## src/rtl/mem_arbiter.sv

```systemverilog
// Shared main-memory port arbiter between the I-cache and D-cache miss paths.
// Data side wins ties; a starvation counter forces an I grant after STARVE_LIM data wins.
module mem_arbiter #(
  parameter int MEM_LAT    = 4,
  parameter int STARVE_LIM = 2
) (
  input  logic        clk,
  input  logic        rst,
  input  logic        i_req,
  input  logic [15:0] i_addr,
  input  logic        d_req,
  input  logic        d_wr,
  input  logic [15:0] d_addr,
  input  logic [15:0] d_data_in,
  input  logic        mem_stall,
  input  logic [15:0] mem_data_out,
  output logic        mem_rd,
  output logic        mem_wr,
  output logic [15:0] mem_addr,
  output logic [15:0] mem_data_in,
  output logic        i_done,
  output logic [15:0] i_data_out,
  output logic        i_stall,
  output logic        d_done,
  output logic [15:0] d_data_out,
  output logic        d_stall,
  output logic        busy
);

  typedef enum logic [1:0] {IDLE, ISSUE, WAIT, RESP} arbState;

  localparam logic [2:0] LAT_LOAD   = 3'(MEM_LAT - 1);
  localparam logic [2:0] STARVE_MAX = 3'(STARVE_LIM);

  arbState    state;
  logic       ownerD;
  logic       wrFlag;
  logic [2:0] latCnt;
  logic [2:0] starveCnt;
  logic       grantI;

  assign grantI  = i_req && (!d_req || starveCnt == STARVE_MAX);
  assign busy    = (state != IDLE);
  assign i_stall = i_req & ~i_done;
  assign d_stall = d_req & ~d_done;

  // The memory-side address/data registers double as the latched request:
  // they are loaded at grant, held through stalls and cleared on acceptance.
  always_ff @(posedge clk) begin
    if (rst) begin
      state       <= IDLE;
      ownerD      <= 1'b0;
      wrFlag      <= 1'b0;
      latCnt      <= '0;
      starveCnt   <= '0;
      mem_rd      <= 1'b0;
      mem_wr      <= 1'b0;
      mem_addr    <= '0;
      mem_data_in <= '0;
      i_done      <= 1'b0;
      d_done      <= 1'b0;
      i_data_out  <= '0;
      d_data_out  <= '0;
    end else begin
      // NOTE: all state here uses non-blocking assignments so every branch
      // reads the pre-edge values; the done pulses default low each cycle.
      i_done <= 1'b0;
      d_done <= 1'b0;
      case (state)
        IDLE: begin
          if (i_req || d_req) begin
            state  <= ISSUE;
            ownerD <= !grantI;
            if (grantI) begin
              wrFlag      <= 1'b0;
              mem_rd      <= 1'b1;
              mem_wr      <= 1'b0;
              mem_addr    <= i_addr;
              mem_data_in <= '0;
              starveCnt   <= '0;
            end else begin
              wrFlag      <= d_wr;
              mem_rd      <= !d_wr;
              mem_wr      <= d_wr;
              mem_addr    <= d_addr;
              mem_data_in <= d_data_in;
              if (i_req && starveCnt < STARVE_MAX) starveCnt <= starveCnt + 3'd1;
            end
          end
        end
        ISSUE: begin
          if (!mem_stall) begin
            latCnt      <= LAT_LOAD;
            mem_rd      <= 1'b0;
            mem_wr      <= 1'b0;
            mem_addr    <= '0;
            mem_data_in <= '0;
            state       <= WAIT;
          end
        end
        WAIT: begin
          // A zero count marks the capture cycle, which also covers MEM_LAT == 1.
          if (latCnt == '0) begin
            if (!wrFlag) begin
              if (ownerD) d_data_out <= mem_data_out;
              else        i_data_out <= mem_data_out;
            end
            if (ownerD) d_done <= 1'b1;
            else        i_done <= 1'b1;
            state <= RESP;
          end else begin
            latCnt <= latCnt - 3'd1;
          end
        end
        RESP:    state <= IDLE;
        default: state <= IDLE;
      endcase
    end
  end

endmodule

```

## config.mk

```make
export PLATFORM = sky130hd
export DESIGN_NAME = mem_arbiter
export DESIGN_NICKNAME = d
export VERILOG_FILES = /design/src/rtl/mem_arbiter.sv
export SDC_FILE = /design/constraint.sdc
export NUM_CORES = 1
export LEC_CHECK = 0
export ABC_CLOCK_PERIOD_IN_PS = 2500
export CORE_UTILIZATION = 41
export DETAILED_ROUTE_END_ITERATION = 16
export PLACE_DENSITY = 0.8
export SLEW_MARGIN = 10
export SYNTH_ARGS = -nofsm -noshare
export SYNTH_HDL_FRONTEND = slang
export SYNTH_SLANG_ARGS = --single-unit
```

## constraint.sdc

```tcl
create_clock -name clk -period 2.5 [get_ports clk]
set_input_delay 0.25 -clock clk [delete_from_list [all_inputs] [get_ports clk]]
set_output_delay 0.25 -clock clk [all_outputs]
set_load 0.01 [all_outputs]
```

# Yosys cells after proc, flatten, opt, wreduce, memory -nomap -nowiden

Index checks and enable logic that the tools add are counted.

Bits in registers: 78
Bits of input ports: 70
Output and inout bits: 71
Word-level logic and storage cells: 78

$add $sub $neg: 2
$lt $le $gt $ge: 1
Equality and inequality tests: 8
Muxes and demuxes: 25
Bitwise gates (word level): 8
Reduce and logical (&&, ||, !) cells: 21

Operators by type and width:

| cell                                                                  | number |
|---|---|
| 16-bit 2-to-1 mux                                                     | 5 |
| 16-bit case mux with 2 select lines                                   | 2 |
| 3-bit 2-to-1 mux                                                      | 4 |
| 3-bit AND reduction                                                   | 4 |
| 2-bit != test (second input constant)                                 | 4 |
| 2-bit case mux with 4 select lines                                    | 1 |
| 4-bit AND reduction                                                   | 2 |
| 2-bit nonzero test                                                    | 4 |
| 1-bit 2-to-1 mux                                                      | 7 |
| 2-bit 2-to-1 mux                                                      | 3 |
| 1-bit NOT                                                             | 6 |
| 3-bit case mux with 2 select lines                                    | 1 |
| 2-bit == test (second input constant)                                 | 2 |
| 1-bit case mux with 2 select lines                                    | 2 |
| 3-bit by 1-bit adder with 3-bit output (second input constant)        | 1 |
| 3-bit by 2-bit == test with 1-bit output (second input constant)      | 1 |
| 1-bit zero test                                                       | 3 |
| 3-bit zero test                                                       | 1 |
| 3-bit by 2-bit < comparator with 1-bit output (second input constant) | 1 |
| 3-bit OR reduction                                                    | 1 |
| 3-bit by 1-bit subtractor with 3-bit output (second input constant)   | 1 |
| 1-bit AND                                                             | 2 |
| 2-bit by 1-bit == test with 1-bit output (second input constant)      | 1 |
| 1-bit logical AND                                                     | 2 |
| 3 further kinds                                                       | 4 |

# Longest topological paths before layout

Depth in word-level cells: 6
Mapped depth: 9
Mapped depth without buffers: 6

# Least setup slack after synthesis

Ideal clock, no wire load.

Path kind: register to register
Start point: reg state[1]
End point: reg mem_wr
Data arrival time: 1.658 ns
Required time: 2.381 ns
Path slack: 0.723 ns
Cell stages (with the launch flop): 8
Buffers on the path: 1
Cell sequence: dfxtp_1 inv_1 ha_1 and2_1 a211o_1 nor2b_1 buf_2 a2bb2o_2

Word-level cells in the longest chain between the ends: 3

RTL lines:

| element                                                                     | RTL line | RTL |
|---|---|---|
| start: declaration                                                          | 35       | `arbState state;` |
| start signal: assignment                                                    | 51       | `state <= IDLE;` |
| start signal: assignment                                                    | 72       | `state <= ISSUE;` |
| start signal: assignment                                                    | 98       | `state <= WAIT;` |
| 2-bit by 1-bit == test with 1-bit output or 2-bit zero test (tied branches) | 69       | `case (state)` |
| 2-bit != test (no line) or 2-bit nonzero test (tied branches)               | --       |  |
| 3-bit AND reduction (no line)                                               | --       |  |
| end signal: assignment                                                      | 84       | `mem_wr <= d_wr;` |
| end: declaration                                                            | 18       | `output logic mem_wr,` |

Several ways; a longest one is shown, not always the timed one.
A chain may end at the register's enable or synchronous reset.

# Worst setup path in the final report

Start point: reg state[0]
End point: out busy

Word-level cells in the longest chain between the ends: 1

RTL lines:

| element            | RTL line | RTL |
|---|---|---|
| 2-bit nonzero test | 43       | `assign busy = (state != IDLE);` |
| end: declaration   | 27       | `output logic busy` |

Every way passes these cells.

==> impl_metrics.tcl <==
set metrics [dict create \
    run_status "completed" \
    dieHeight_um 88.6 \
    rsz0062_at_grt "no" \
    r2r_slack_ps 540 \
    drv_slew 0 \
    finish.instance_area_sq_um 4770 \
    fin_ws_ps 421 \
    cap_violations 0 \
    ff2ff_path_depth 6 \
    start_kind "flip-flop" \
    place_congestion 0.822 \
    ys.flop_type "dfxtp_1" \
    synthCells 338 \
    path_clk_slew_ps 70 \
    seqPwrFrac_pct 40.2 \
    syn-cell-area_sq_um 3080 \
    clock-root-buffer "clkbuf_8" \
    fillers 627 \
    synth_enable_flop_cells 0 \
    ys_seq_area_share_pct 50.8 \
    initial_core_util_pct 42.4 \
    critical_path.startpoint "state[0]$_SDFFE_PP0P_" \
    hp-start "rst" \
    dr.pass1.iters 4 \
    hold_class "in2reg" \
    tightest_slew_ps 685 \
    slowest_delay_ps 560 \
    arrival_ps 1830 \
    path_max_fanout 10 \
    row_count 31 \
    hold_buffers 0 \
    track_usage_pct 20.4 \
    grt_max_degree 66 \
    p_int_mw 2.78 \
    syn_avg_cell_area_sq_um 9.10 \
    clkPwrFrac_pct 25.8 \
    drc 0 \
    die_w_um 88.6 \
    core-area_sq_um 7250 \
    drive_above_1_share_pct 6.28 \
    pre_cts_slack_ps 33.5 \
    slew_headroom_pct 54.1 \
    required_ps 2250 \
    tns_ps 0 \
    synth.largest_area_cell "dfxtp_1" \
    min_period_ps 2080 \
    grt_overflow 0 \
    post-route-period-util_pct 83.1 \
    switching_share_pct 30.5 \
    cp-end-kind "output pin" \
    cts_sinks 78 \
    io_buffers 140 \
    cts.path.max_buffers 2 \
    clk_latency_ps 330 \
    drtAntennaViolNets 0 \
    antenna_cells 0 \
    path_common_cell "inv_1" \
    fmax_ghz 0.481 \
    htreeDepth 3 \
    comb_power_share_pct 34.0 \
    ys_warn_count 0 \
    routed_wl_um 7930 \
    timing.rr.start "state[0]$_SDFFE_PP0P_" \
    fin_total_pwr_mw 4.00 \
    yosysUniqueCellTypes 39 \
    power.leakage_nw 1.83 \
    final_cell_mix "clkdlybuf4s50_1 (139), dfxtp_1 (78), nand2_1 (72)" \
    wl_per_cell_um 13.7 \
    place_hpwl_um 5710 \
    p_switching_mw 1.22 \
    ir_drop_uv 413 \
    viasPerCell 4.95 \
    critPathKind "reg2out" \
    yosys-top-cells-area "dfxtp_1 (51%), nand2_1 (8.8%), a21oi_1 (6.0%)" \
    ys_ff_latch 78 \
    nets 551 \
    grt_first_pass_wirelength_um 12500 \
    critPathSlowestCell "clkdlybuf4s50_1" \
    power.density_cell_area_nw_per_um2 837 \
    yosys.area.top_type_share_pct 50.8 \
    final_hold_viol_count 0 \
    syn_to_final_growth_pct 55.2 \
    pin_count 141 \
    synth-async-reset-ratio_pct 0 \
    crit_end "busy" \
    drt_iter0_drc 108 \
    cts_tree "yes" \
    dpl_cell_area_sq_um 4550 \
    antenna_found_initial 0 \
    cts_made_buffers 9 \
    reg2reg_to "d_data_out[4]$_SDFFE_PP0P_" \
    vias 2857 \
    grt_pass1_vias 2712 \
    final_common_cell "clkdlybuf4s50_1" \
    die-area_sq_um 7850 \
    syn_nets 415 \
    crit_chain "inv_1 > ha_1 > inv_1 > clkdlybuf4s50_1" \
    finalClockSkew_ps 9.21 \
    setup_viol 0 \
]
[metrics by stage]
stage	utilization (%)	hold WS [ps]	std cells
4_1_cts	65.8	318	577
5_1_grt	65.8	391	577
3_3_place_gp	62.7	441	562
2_1_floorplan	-	382	338
3_5_place_dp	62.7	446	562
6_report	65.8	356	577
[power by group through the flow]
stage	registers [mW]	logic [mW]	clock network, mW
finish	1.61	1.36	1.03
global route	1.63	1.48	1.12
CTS	1.61	1.37	1.06
detailed placement	1.63	1.36	0
global placement	1.63	1.33	0
floorplan	1.70	0.617	0
[critical path: cells and delay by family (launching register included)]
kind	cells	cell delay, ps
buffers and inverters	3	810
adder cells (fa/ha/maj)	1	320
flip-flops	1	370
[layout make-up]
| class | instances | area, sq um | share of cell area [%] |
|---|---|---|---|
| multi-input cells | 230 | 1390 | 29.1 |
| clock buffers | 11 | 151 | 3.17 |
| well taps | 99 | 124 | 2.59 |
| repair buffers | 147 | 1450 | 30.3 |
| clock inverters | 4 | 70.1 | 1.47 |
| inverters | 8 | 30.0 | 0.629 |
| flip-flops and latches | 78 | 1560 | 32.7 |
[synthesized netlist by cell type, types with 2 or more instances]
library cell and count:
nand3_1 2, ha_1 7, nor2b_1 3, nor2_1 23, a21oi_1 37, dfxtp_1 78
buf_2 10, o2bb2ai_1 16, a22oi_1 12, clkbuf_1 11, inv_1 8, a211oi_1 4
nand2_1 72, nor3_1 4, nand3b_1 11, mux2i_1 17
[state kept, by name, summed over array words and instances (netlist names)]
name and cells:
state 2, ownerD 1, wrFlag 1, d_done 1, d_data_out 16, i_done 1, mem_rd 1, mem_addr 16
mem_wr 1, mem_data_in 16, i_data_out 16, latCnt 3, starveCnt 3
[metal layers]
layer	vias to the layer above	wire length, um	global-route usage (%)
met2	114	3720	33.4
met1	1303	3460	24.8
li1	1433	-	-
met5	-	0	0
met4	0	54	7.33
met3	7	689	7.46
[logic make-up after synthesis]
family / share of synthesized area, %
xor gates and xnor gates: 0.285
and+or+nand+nor: 19.4
adders and majority gates: 2.85
muxes: 5.53
buffers and inverters: 4.31
AOI/OAI and AO/OA: 16.9
DFF: 50.8
[timing repair]
item                                    CTS  global route
buffers inserted                          0             0
hold endpoints to repair                  0             0
endpoints found under the setup margin    0             1
gates resized for setup                   0             1
[worst min-delay path by stage]
stage	to	slack, ps	depth (start not counted)
3_3_place_gp	d_data_out[0]$_SDFFE_PP0P_	440	2
6_report	mem_addr[0]$_SDFFE_PP0P_	360	4
5_1_grt	mem_addr[0]$_SDFFE_PP0P_	390	4
2_1_floorplan	mem_data_in[15]$_SDFFE_PP0P_	380	2
4_1_cts	mem_addr[0]$_SDFFE_PP0P_	320	4
3_5_place_dp	i_data_out[13]$_SDFFE_PP0P_	450	2
Note: power is estimated with default switching activity, not from simulation.
